File: config.mk
export PLATFORM = sky130hd
export DESIGN_NAME = exp5_apresenta_sequencia
export DESIGN_NICKNAME = d
export VERILOG_FILES = /design/src/rtl/exp5_apresenta_sequencia.sv
export SDC_FILE = /design/constraint.sdc
export NUM_CORES = 1
export LEC_CHECK = 0
export BUFFER_PORTS_ARGS = -buffer_cell sky130_fd_sc_hd__buf_4
export CAP_MARGIN = 0
export CORE_MARGIN = 3
export CORE_UTILIZATION = 50
export CTS_CLUSTER_DIAMETER = 50
export DETAILED_ROUTE_END_ITERATION = 8
export GPL_ROUTABILITY_DRIVEN = 0
export PLACE_DENSITY = 0.72
export RECOVER_POWER = 100
export SYNTH_ARGS = -nofsm -noshare
export SYNTH_HDL_FRONTEND = slang
export SYNTH_SLANG_ARGS = --single-unit
File: constraint.sdc
create_clock -name clock -period 3.3 [get_ports clock]
set_input_delay 0 -clock clock [delete_from_list [all_inputs] [get_ports clock]]
set_output_delay 0 -clock clock [all_outputs]
set_load 0.01 [all_outputs]
File: src/rtl/exp5_apresenta_sequencia.sv
// Presentation control unit: walks the sequence memory from address 0 up to a
// captured limit, showing each entry on the LEDs for T_ON clocks and then blanking for T_OFF clocks.
module exp5_apresenta_sequencia #(
    parameter int T_ON  = 500,
    parameter int T_OFF = 250,
    parameter int TW    = 16
) (
    input  logic       clock,
    input  logic       reset,
    input  logic       iniciar,
    input  logic [3:0] limite,
    input  logic [3:0] dado_mem,
    output logic [3:0] endereco,
    output logic [3:0] leds,
    output logic       apresentando,
    output logic       pronto,
    output logic [3:0] db_estado
);

    typedef enum logic [2:0] {
        INICIAL = 3'd0,
        PREPARA = 3'd1,
        MOSTRA  = 3'd2,
        APAGA   = 3'd3,
        PROXIMO = 3'd4,
        FIM     = 3'd5
    } estado_t;

    localparam logic [TW-1:0] T_ON_LAST  = TW'(T_ON - 1);
    localparam logic [TW-1:0] T_OFF_LAST = TW'(T_OFF - 1);

    estado_t       estado_reg;
    logic [TW-1:0] timer_reg;
    logic [3:0]    limite_reg;
    logic [3:0]    endereco_reg;

    // The timer is zeroed on the same edge that leaves mostra/apaga, so each
    // visit lasts exactly its terminal count plus one clocks.
    always_ff @(posedge clock or posedge reset) begin
        if (reset) begin
            estado_reg   <= INICIAL;
            timer_reg    <= '0;
            limite_reg   <= '0;
            endereco_reg <= '0;
        end else begin
            case (estado_reg)
                INICIAL: begin
                    timer_reg <= '0;
                    if (iniciar) begin
                        estado_reg <= PREPARA;
                    end
                end
                PREPARA: begin
                    timer_reg    <= '0;
                    endereco_reg <= '0;
                    limite_reg   <= limite;
                    estado_reg   <= MOSTRA;
                end
                MOSTRA: begin
                    if (timer_reg == T_ON_LAST) begin
                        timer_reg  <= '0;
                        estado_reg <= APAGA;
                    end else begin
                        timer_reg <= timer_reg + TW'(1);
                    end
                end
                APAGA: begin
                    if (timer_reg == T_OFF_LAST) begin
                        timer_reg  <= '0;
                        estado_reg <= (endereco_reg == limite_reg) ? FIM : PROXIMO;
                    end else begin
                        timer_reg <= timer_reg + TW'(1);
                    end
                end
                PROXIMO: begin
                    timer_reg    <= '0;
                    endereco_reg <= endereco_reg + 4'd1;
                    estado_reg   <= MOSTRA;
                end
                FIM: begin
                    timer_reg  <= '0;
                    estado_reg <= INICIAL;
                end
                default: begin
                    timer_reg  <= '0;
                    estado_reg <= INICIAL;
                end
            endcase
        end
    end

    // Outputs decode only the state register, so they stay glitch-free Moore outputs.
    always_comb begin
        db_estado = 4'hE;
        case (estado_reg)
            INICIAL: db_estado = 4'h0;
            PREPARA: db_estado = 4'h1;
            MOSTRA:  db_estado = 4'h2;
            APAGA:   db_estado = 4'h3;
            PROXIMO: db_estado = 4'h4;
            FIM:     db_estado = 4'h5;
            default: db_estado = 4'hE;
        endcase
    end

    assign apresentando = (estado_reg != INICIAL);
    assign pronto       = (estado_reg == FIM);
    assign endereco     = endereco_reg;

    generate
        for (genvar gi = 0; gi < 4; gi++) begin : g_leds
            assign leds[gi] = (estado_reg == MOSTRA) & dado_mem[gi];
        end
    endgenerate

endmodule

==> reports/results.txt <==
status - finished clean
final setup fails - 0
n_diodes - 0
unrepaired setup endpoints after global routing - false
Area Overhead vs Synth - 15.6%
clock buffer depth - 2
ys async rst share - 100%
share of cells above drive strength 1 - 12.4%
total power - 0.519 mW
largest family of logic cells by synthesized area - simple AND/OR/NAND/NOR gates
worst r2r path cells - 5
pin count of the biggest net entering global routing - 28
Worst EP arrival - 2400 ps
Post-Synth XOR/XNOR Area - 10.8%
post-synthesis simple-gate area fraction - 18.8%
PwrDens - 309 mW/mm2
CP Class - register to register
mux cell area share after synthesis - 3.10%
Yosys cell types - 33
top-area cell type share of the netlist area - 46.5%
first-pass GRT wire length - 5420 um
Post-Route WL - 3200 um
Final Hold Violating Endpoints - 0
Most used DFF post-synth - dfrtp_1
required time worst endpoint - 3520 ps
HP Start - iniciar
Pre-antenna DRT Iters - 4
Tot GR Track Use - 19.9%
Slew @ Worst Pin - 1020 ps
warnings from Yosys - 0
Post-synth EDFFs - 0
Layout Nets - 193
Worst-path clk slew - 160 ps
Fin Clk Skew - 9.45 ps
leakage - 0.700 nW
worst skew pair latency - 340 ps
hold buffers post-CTS - 5
TritonCTS Sinks - 27
Rel. slew slack - 31.7%
CP Launch Type - register
#FFs+latches synth - 27
number of fill cells - 234
count leader, synth - dfrtp_1
crit-path max FO - 11
vias per std cell - 5.92
chip width - 59.9 um
Core ar. - 0.00261 mm2
Synth Net Count - 165
CP endpoint kind - register
sequential-to-total area share from yosys stat - 46.5%
CTS tree - done
Synth Area in Adders - 2.58%
fmax - 458 MHz
initial DRC count - 83
Site Rows - 18
drt wl/cell - 15.4 um
initial antenna violation count - 0
post-synth top area cell - dfrtp_1
Routed Antenna Nets - 0
placed insts - 199
worst hold-check path type - input pin to register
hold path depth - 5
CTS HTree Levels - 1
compound-gate portion of the synthesized area - 14.6%
Max Cap Viol - 0
synth top area cells - dfrtp_1, a21oi_1, xor2_1
max reg flops - 16
IO buf count - 24
Vias - 1231
initial core utilization - 55.7%
R2R Path Start - timer_reg[2]$_DFF_PP0_
GRT Residual Overflow - 0
final worst-path cycle share - 66.1%
worst vdd ir - 0.254 mV
most instantiated cells after synthesis - dfrtp_1, a21oi_1, xor2_1
PostCTS Resize Cnt - 0
total CTS buffers - 3
RR Endpoint - timer_reg[9]$_DFF_PP0_
Setup Slack @ Placement - 1390 ps
Remaining DRCs - 0
CTS root buffer - clkbuf_4
final worst slack - 1120 ps
worst-case hold path end point - estado_reg[0]$_DFFE_PP0P_
Final TNS setup - 0 ps
via count of the first global-routing pass - 1222
post-CTS setup buffers - 0
post-DP HPWL - 2190 um
full die area - 0.00359 mm2
r2r setup slk - 1120 ps
Final Non-Filler Cells - 208
fin. max-slew vios - 0
die height - 59.9 um
Synth Instances - 151
Tmin final - 2180 ps
Mapped Area - 0.00145 mm2
I/O pin count - 25
Avg Inst Size Synth - 9.63 um2
## worst max path at each step
| stage | startpoint | endpoint | slack [ps] | cells past startpoint |
|---|---|---|---|---|
| 2_1_floorplan | timer_reg[2]$_DFF_PP0_ | estado_reg[1]$_DFFE_PP0P_ | 1590 | 5 |
| 3_3_place_gp | timer_reg[2]$_DFF_PP0_ | timer_reg[11]$_DFF_PP0_ | 1440 | 5 |
| 3_5_place_dp | timer_reg[2]$_DFF_PP0_ | timer_reg[9]$_DFF_PP0_ | 1390 | 5 |
| 4_1_cts | timer_reg[2]$_DFF_PP0_ | timer_reg[9]$_DFF_PP0_ | 1360 | 5 |
| 5_1_grt | timer_reg[2]$_DFF_PP0_ | timer_reg[5]$_DFF_PP0_ | 850 | 5 |
| 6_report | timer_reg[2]$_DFF_PP0_ | timer_reg[9]$_DFF_PP0_ | 1120 | 5 |
## layout by cell type (no fill, tap or decap), types with 4 or more instances in the layout
master	count
and3_1	5
dfrtp_1	27
mux2_2	4
nor3_1	6
nor2_1	7
dlygate4sd3_1	5
buf_4	11
nor4_1	4
clkbuf_1	14
xnor2_1	8
a21oi_1	19
xor2_1	10
nand3_1	7
clkbuf_4	4
o21ai_0	9
inv_1	4
nand2_1	7
## through the flow
stage                     area, um2  util (%)  hold slack [ps]
after floorplan                1450         -             52.7
after global placement         1650      63.3              235
after detailed placement       1650      63.3              237
after CTS                      1730      66.3              114
after global routing           1680      64.3              189
final                          1680      64.3              121
## critical path, cell delays in order (launching register included)
cell	delay, ps
dfrtp_1	470
nor4_1	300
nand3_1	170
o21bai_1	540
clkbuf_1	440
a21oi_1	140
## per-layer routing
metal	GRT usage, %	vias up	part of all wire (%)
li1	-	597	-
met1	26.6	590	46
met2	33.2	40	48
met3	1.94	4	5.4
met4	7.28	0	1.0
met5	0	-	0
## where the power goes
part	switching [mW]	internal [mW]	total, mW	leakage (nW)
logic	0.0128	0.0164	0.0292	0.333
clock network	0.108	0.0464	0.155	0.0139
registers	0.00168	0.334	0.335	0.353
## cell type report
| cell class | instances | area [um2] | area share (%) |
|---|---|---|---|
| repair buffers | 31 | 193 | 11.5 |
| inverters | 5 | 18.8 | 1.12 |
| clock buffers | 3 | 22.5 | 1.34 |
| well taps | 30 | 37.5 | 2.23 |
| flip-flops and latches | 27 | 676 | 40.2 |
| multi-input cells | 111 | 726 | 43.2 |
| clock inverters | 1 | 7.51 | 0.447 |
## logic make-up (layout without fill, tap and decap cells)
group	count (synthesis)	after routing
AOI/OAI and AO/OA	37	37
xor gates and xnor gates	18	18
adders and majority gates	3	3
buffers and inverters	13	40
DFF	27	27
muxes	4	4
and+or+nand+nor	49	49
(Power assumes the default switching activity.)
